[config.mk]
export PLATFORM = sky130hd
export DESIGN_NAME = instr_sequencer
export DESIGN_NICKNAME = d
export VERILOG_FILES = /design/src/rtl/pim_pkg.sv /design/src/rtl/op_budget_decode.sv /design/src/rtl/instr_sequencer.sv
export SDC_FILE = /design/constraint.sdc
export NUM_CORES = 1
export LEC_CHECK = 0
export CORE_UTILIZATION = 30
export CTS_CLUSTER_SIZE = 28
export DETAILED_ROUTE_END_ITERATION = 16
export HOLD_SLACK_MARGIN = 0.02
export SYNTH_ARGS = -nofsm -noshare
export SYNTH_HDL_FRONTEND = slang
export SYNTH_HIERARCHICAL = 1
export SYNTH_SLANG_ARGS = --single-unit
[constraint.sdc]
create_clock -name clk -period 3.9 [get_ports clk]
set_input_delay 0.78 -clock clk [delete_from_list [all_inputs] [get_ports clk]]
set_output_delay 0.78 -clock clk [all_outputs]
set_load 0.01 [all_outputs]
[src/rtl/pim_pkg.sv]
// Shared definitions for the PIM controller program sequencer: opcodes,
// sequencer state encoding and the per-opcode run-cycle budget.
package pim_pkg;

  localparam logic [5:0] OP_ADD   = 6'd0;
  localparam logic [5:0] OP_SUB   = 6'd1;
  localparam logic [5:0] OP_MUL   = 6'd2;
  localparam logic [5:0] OP_EAST  = 6'd5;
  localparam logic [5:0] OP_WEST  = 6'd6;
  localparam logic [5:0] OP_SOUTH = 6'd7;
  localparam logic [5:0] OP_NORTH = 6'd8;
  localparam logic [5:0] OP_RADD  = 6'd9;
  localparam logic [5:0] OP_RSUB  = 6'd10;
  localparam logic [5:0] OP_HALT  = 6'd63;

  typedef enum logic [2:0] {
    S_IDLE, S_FETCH, S_MEMWAIT, S_DECODE, S_LOAD, S_START, S_RUN, S_DONE
  } seq_state_t;

  // Zero means "not an issuable opcode".
  function automatic logic [15:0] cyc_of(input logic [5:0] op, input int unsigned length);
    int unsigned c;
    c = 0;
    case (op)
      OP_ADD, OP_SUB, OP_RADD, OP_RSUB:       c = 2 * length + 2;
      OP_MUL:                                 c = (length + 1) * (2 * length + 5) + 2;
      OP_EAST, OP_WEST, OP_SOUTH, OP_NORTH:   c = length + 3;
      default:                                c = 0;
    endcase
    return c[15:0];
  endfunction

endpackage

[src/rtl/op_budget_decode.sv]
// Combinational opcode classifier: issuable, halt, and run-cycle budget.
module op_budget_decode
  import pim_pkg::*;
#(
  parameter int unsigned LENGTH = 32
) (
  input  logic [5:0]  opcode,
  output logic        legal,
  output logic        halt,
  output logic [15:0] budget
);

  always_comb begin
    budget = cyc_of(opcode, LENGTH);
    halt   = (opcode == OP_HALT);
    legal  = (budget != 16'd0);
  end

endmodule

[src/rtl/instr_sequencer.sv]
// Fetches instructions from a synchronous ROM and issues them to the bit-sliced
// Controller: opcode loaded under controller reset, start pulse, fixed run budget.
module instr_sequencer
  import pim_pkg::*;
#(
  parameter int unsigned LENGTH  = 32,
  parameter int unsigned IMEM_AW = 8
) (
  input  logic               clk,
  input  logic               reset,
  input  logic               go,
  input  logic               abort,
  input  logic [IMEM_AW-1:0] start_pc,
  output logic [IMEM_AW-1:0] imem_addr,
  input  logic [31:0]        imem_rdata,
  output logic               ctrl_reset,
  output logic               ctrl_start,
  output logic [31:0]        ctrl_instruction,
  output logic               busy,
  output logic               done,
  output logic               illegal,
  output logic [IMEM_AW-1:0] pc,
  output logic [15:0]        instr_count
);

  seq_state_t  state, nxt;
  logic [31:0] ir;
  logic [15:0] bud, cnt;
  logic        dec_legal, dec_halt;
  logic [15:0] dec_budget;

  op_budget_decode #(.LENGTH(LENGTH)) u_dec (
    .opcode (imem_rdata[31:26]),
    .legal  (dec_legal),
    .halt   (dec_halt),
    .budget (dec_budget)
  );

  always_ff @(posedge clk or negedge reset) begin
    if (!reset) state <= S_IDLE;
    else        state <= nxt;
  end

  always_comb begin
    nxt        = state;
    ctrl_reset = 1'b0;
    ctrl_start = 1'b0;
    case (state)
      S_IDLE, S_DONE: if (go) nxt = S_FETCH;
      S_FETCH:        nxt = S_MEMWAIT;
      S_MEMWAIT:      nxt = S_DECODE;
      S_DECODE: begin
        if (dec_halt)       nxt = S_DONE;
        else if (dec_legal) nxt = S_LOAD;
        else                nxt = S_FETCH;
      end
      S_LOAD:         nxt = S_START;
      S_START: begin
        ctrl_reset = 1'b1;
        ctrl_start = 1'b1;
        nxt        = S_RUN;
      end
      S_RUN: begin
        ctrl_reset = 1'b1;
        if (cnt == 16'd0) nxt = S_FETCH;
      end
      default:        nxt = S_IDLE;
    endcase
    // abort overrides everything, including a simultaneous go
    if (abort) nxt = S_IDLE;
  end

  assign busy = (state != S_IDLE) && (state != S_DONE);
  assign done = (state == S_DONE);

  // Datapath freezes on abort so pc and instr_count keep their values.
  always_ff @(posedge clk or negedge reset) begin
    if (!reset) begin
      pc               <= '0;
      imem_addr        <= '0;
      ir               <= '0;
      bud              <= '0;
      cnt              <= '0;
      ctrl_instruction <= '0;
      illegal          <= 1'b0;
      instr_count      <= '0;
    end else if (!abort) begin
      case (state)
        S_IDLE, S_DONE: if (go) begin
          pc          <= start_pc;
          illegal     <= 1'b0;
          instr_count <= '0;
        end
        S_FETCH: imem_addr <= pc;
        S_DECODE: begin
          ir  <= imem_rdata;
          bud <= dec_budget;
          if (!dec_halt && !dec_legal) begin
            illegal <= 1'b1;
            pc      <= pc + 1'b1;
          end
        end
        S_LOAD:  ctrl_instruction <= ir;
        S_START: cnt <= bud - 16'd1;
        S_RUN: begin
          if (cnt == 16'd0) begin
            pc <= pc + 1'b1;
            if (instr_count != 16'hFFFF) instr_count <= instr_count + 16'd1;
          end else begin
            cnt <= cnt - 16'd1;
          end
        end
        default: ;
      endcase
    end
  end

endmodule

# Word-level counts from Yosys, hierarchy flattened
# Memories as Yosys holds them, arrays and structs flattened.
# Cells that the tools add are included.
# totals
rom_bits	112
inputBits	44
memories	1
ff_bits	132
# memory_table
memory	words	word_bits	rd	rd_clocked_by_memory_dff	write_ports	line	source
(name not given)	16	7	1	0	0	pim_pkg.sv:24	case (op)
# op_classes
eq_ne	17
bitwise	1
n_addsub	4
reduce_logical	23
muxes	22
# op_table
op	n
$mux W16	5
$pmux W16 S2	2
$sub A16 B1 Y16 const B	2
$mux W8	3
$pmux W8 S3	1
$pmux W3 S7	1
$add A16 B1 Y16 const B	1
$logic_not A16 Y1	1
$ne A16 B16 Y1 const B	1
$reduce_bool A16 Y1	1
$mux W3	5
$eq A3 B3 Y1 const B	4
$ne A2 B2 Y1 const B	5
$reduce_and A5 Y1	2
$ne A3 B3 Y1 const B	3
$add A8 B1 Y8 const B	1
$reduce_and A2 Y1	4
$eq A3 B2 Y1 const B	2
$eq A6 B6 Y1 const B	1
$reduce_bool A2 Y1	3
$reduce_bool A3 Y1	2
$mux W1	4
$reduce_and A4 Y1	1
$reduce_or A2 Y1	2
8 further kinds	10

# Depth between registers and ports, before layout
# logic_depth
word_depth	7
mapped_depth	13

# By module
# Netlist, hierarchy kept.
# modules_own_cells
module	area_per_inst_um2	instances	cells_each
instr_sequencer	6419.9	1	580
op_budget_decode	236.5	1	33

# Least setup slack after synthesis
# Ideal clock, no wire load.
# synth_path
kind	input port to flip-flop
startpoint	input imem_rdata[26]
endpoint	register pc[2]
path_slack_ns	0.765
cell_stages	11
t_arrival_ns	3.014
cell_sequence	inv_1 ha_1 o311a_1 or4_1 nor2_1 a21o_1 a21oi_1 or4_1 buf_2 buf_2 o22a_1
# synth_via
elab_chain_len	7
elab_cells_between_ends	9
classes_between	2 x eq/ne; 1 x mux; 5 x reduce/logical; 1 x memory
# synth_lines
item	line	source
start: declaration	instr_sequencer.sv:15	input logic [31:0] imem_rdata,
$mem_v2 Z16 W7	-	
$mux W16	pim_pkg.sv:24	
net dec_budget[0]	instr_sequencer.sv:30	logic [15:0] dec_budget;
$reduce_bool A16 Y1	op_budget_decode.sv:16	legal = (budget != 16'd0);
net dec_legal	instr_sequencer.sv:29	logic dec_legal, dec_halt;
$logic_not A1 Y1	instr_sequencer.sv:98	if (!dec_halt && !dec_legal) begin
$logic_and A1 B1 Y1	instr_sequencer.sv:98	
$ne A2 B2 Y1 (no line)	-	
$reduce_and A5 Y1 (no line)	-	
end signal: assignment	instr_sequencer.sv:90	pc <= start_pc;
end signal: assignment	instr_sequencer.sv:100	pc <= pc + 1'b1;
end signal: assignment	instr_sequencer.sv:107	pc <= pc + 1'b1;
end: declaration	instr_sequencer.sv:22	output logic [IMEM_AW-1:0] pc,
# The timed path passes the listed nets, and every way through them passes these cells.
# A chain may end at the register's enable or synchronous reset.

# Worst setup path in the final report
# layout_path
startpoint	input imem_rdata[27]
endpoint	register pc[7]
# The elaborated chain is that of the path after synthesis.

==> flow_metrics.tcl <==
set metrics [dict create \
    synth_cell_types 70 \
    synth_top_family_by_area "multiplexers" \
    vias 5086 \
    cts_buffers 17 \
    hpwlAfterDp_um 10300 \
    rows 54 \
    syn_avg_cell_area_um2 10.9 \
    grt-ovfl-total 0 \
    syn_area_um2 6660 \
    instances_no_fill 1019 \
    drv_slew 0 \
    start_util_pct 30.6 \
    post-route-period-util_pct 88.1 \
    cts.repair.resized 0 \
    end_kind "flip-flop" \
    root_buffer "clkbuf_16" \
    h-tree-depth 4 \
    nets 777 \
    synth_xor_area_share_pct 1.84 \
    n_antenna_cell 0 \
    track_usage_pct 14.0 \
    cp-start-kind "primary input" \
    synth-compound-area-share_pct 11.7 \
    synthMuxAreaShare_pct 16.3 \
    min_path_type "primary input to async pin" \
    ff2ff_setup_slack_ns 0.94 \
    dpl_cell_area_um2 8090 \
    status "finished, final reports clean" \
    dieArea_um2 22800 \
    final_layout_size_suffix_gt1_share_pct 20.7 \
    drt_first_pass_iters 4 \
    n_fill_cell 2150 \
    cap_viol_max_count 0 \
    tightest_slew_ns 0.880 \
    synth-edff-count 0 \
    clk_latency_ns 0.42 \
    final_cell_mix "dfrtp_1 (132), clkdlybuf4s50_1 (111), mux2_2 (89)" \
    clk_pin_slew_worst_paths_ns 0.06 \
    globalplace.congestion 0.807 \
    hold_violations 0 \
    synth-simple-area-share_pct 15.1 \
    drt_iter0_markers 187 \
    clock.fmax_mhz 291 \
    drcViolationCount 0 \
    cp_max_fo 5 \
    peakVddDrop_mv 0.370 \
    whs_ns 0.310 \
    synthAdderAreaFrac_pct 1.32 \
    seq_area_frac_synth_pct 49.6 \
    final_area_um2 8700 \
    synthCells 613 \
    cts_sinks 132 \
    final_common_cell "dfrtp_1" \
    fin_skew_ns 0.00537 \
    cts_tree "built" \
    ys_warn_count 6 \
    grt_pass1_wl_um 25200 \
    clock_path_buffers 2 \
    async_flop_share_pct 100 \
    arrival_ns 3.73 \
    ys_ff_latch 132 \
    wl_per_cell_um 15.0 \
    antenna_left 0 \
    post_cts_buffers 0 \
    leakagePower_nw 3.58 \
    rsz0062_at_grt "false" \
    drt-total-wl_um 15300 \
    period_minus_slack_ns 3.44 \
    die_h_um 151 \
    slew_headroom_pct 41.1 \
    finalSetupTns_ns 0 \
    place_inst 987 \
    grt_start_max_net_pins 84 \
    antenna_found_initial 0 \
    finalSetupViolCount 0 \
    via_per_inst 4.99 \
    finalPower_mw 6.41 \
    power_density_nw_per_um2 737 \
    synth_top_flop_cell "dfrtp_1" \
    core_um2 21800 \
    grt_pass1_vias 4857 \
    critPathKind "primary input to flip-flop" \
    required_ns 4.20 \
    die-width_um 151 \
    postCtsHoldBufs 0 \
    flow.area_growth_from_synthesis_pct 30.7 \
    port_buffers 112 \
    io_pins 113 \
]
-- worst max-delay path: stages --
cell             delay (ns)
clkdlybuf4s50_1        0.52
inv_1                  0.06
ha_1                   0.26
nand2_1                0.08
a2111oi_2              0.08
or4_1                  0.66
nor2_1                 0.18
a21o_1                 0.13
a21oi_1                0.06
or4_1                  0.50
buf_4                  0.19
o21ai_0                0.14
o21ai_0                0.09
-- through the flow --
step	setup WS [ns]	util [%]
2_1_floorplan	0.765	-
3_3_place_gp	0.0473	37.2
3_5_place_dp	0.0485	37.2
4_1_cts	0.491	40.0
5_1_grt	0.276	40.0
6_report	0.464	40.0
-- logic make-up (layout without fill, tap and decap cells) --
logic type,Yosys count,count (layout)
and+or+nand+nor,186,186
buffers and inverters,54,172
DFF,132,132
muxes,97,97
AOI/OAI and AO/OA,122,122
adders and majority gates,7,7
other,1,9
xor gates and xnor gates,14,14
-- power by group --
part,internal [mW],switching (mW),leakage [nW]
clock,1.07,0.606,0.296
combinational,1.28,1.02,1.61
sequential,1.94,0.500,1.67
total,4.28,2.13,3.58
-- layout make-up --
type	instances	area [um2]	area share, %
clock buffer	18	429	4.93
clock inverter	14	185	2.13
inverter	13	48.8	0.561
multi-input combinational	435	3120	35.9
sequential	132	3300	38.0
tap	280	350	4.03
timing repair buffer	127	1260	14.5
-- registers in the layout (all words and copies together) (netlist names), 3 cells and up --
| name | flops |
|---|---|
| imem_addr | 8 |
| bud | 16 |
| pc | 8 |
| state | 3 |
| cnt | 16 |
| ctrl_instruction | 32 |
| ir | 32 |
| instr_count | 16 |
-- metal layers --
metal	share of wire, %	GRT usage (%)	wire (um)
met5	0	0	0
met4	0.80	4.20	123
met2	46	21.0	6980
met1	48	19.2	7370
met3	5.4	4.43	828
-- synth_stat cells (3+ instances only) --
master | instances | area [um2]
xnor2_1 | 10 | 87.6
ha_1 | 7 | 87.6
o21ai_1 | 5 | 25.0
nor4_1 | 10 | 62.6
mux2i_1 | 8 | 80.1
mux2_2 | 89 | 1000
or3_1 | 16 | 100
o22ai_1 | 4 | 25.0
clkbuf_1 | 16 | 60.1
buf_1 | 4 | 15.0
o21ai_0 | 26 | 130
o22a_1 | 4 | 35.0
nand2b_1 | 4 | 25.0
a211o_1 | 3 | 26.3
o211ai_1 | 6 | 45.0
o21a_1 | 5 | 37.5
a211oi_1 | 3 | 22.5
and3_1 | 4 | 25.0
buf_4 | 12 | 90.1
a21o_1 | 3 | 22.5
nor2_1 | 44 | 165
nand3_1 | 13 | 65.1
inv_1 | 13 | 48.8
xor2_1 | 4 | 35.0
dfrtp_1 | 132 | 3300
or4_1 | 8 | 60.1
nand2_1 | 34 | 128
a31oi_1 | 5 | 31.3
nand4_1 | 5 | 31.3
buf_2 | 7 | 35.0
a21oi_1 | 36 | 180
nor3_1 | 22 | 110
-- path summary, 6_finish.rpt --
| kind | from | end | cells after the start |
|---|---|---|---|
| min reg2reg | cnt[15] | cnt[15] | 1 |
| max reg2reg | state[2] | cnt[11] | 7 |
| min in group clk | cnt[15] | cnt[15] | 1 |
| max | imem_rdata[27] | pc[7] | 13 |
| min | reset | ctrl_instruction[27] | 1 |
| max in group asynchronous | reset | pc[1] | 2 |
No activity file was read; power rests on OpenSTA's default activity.
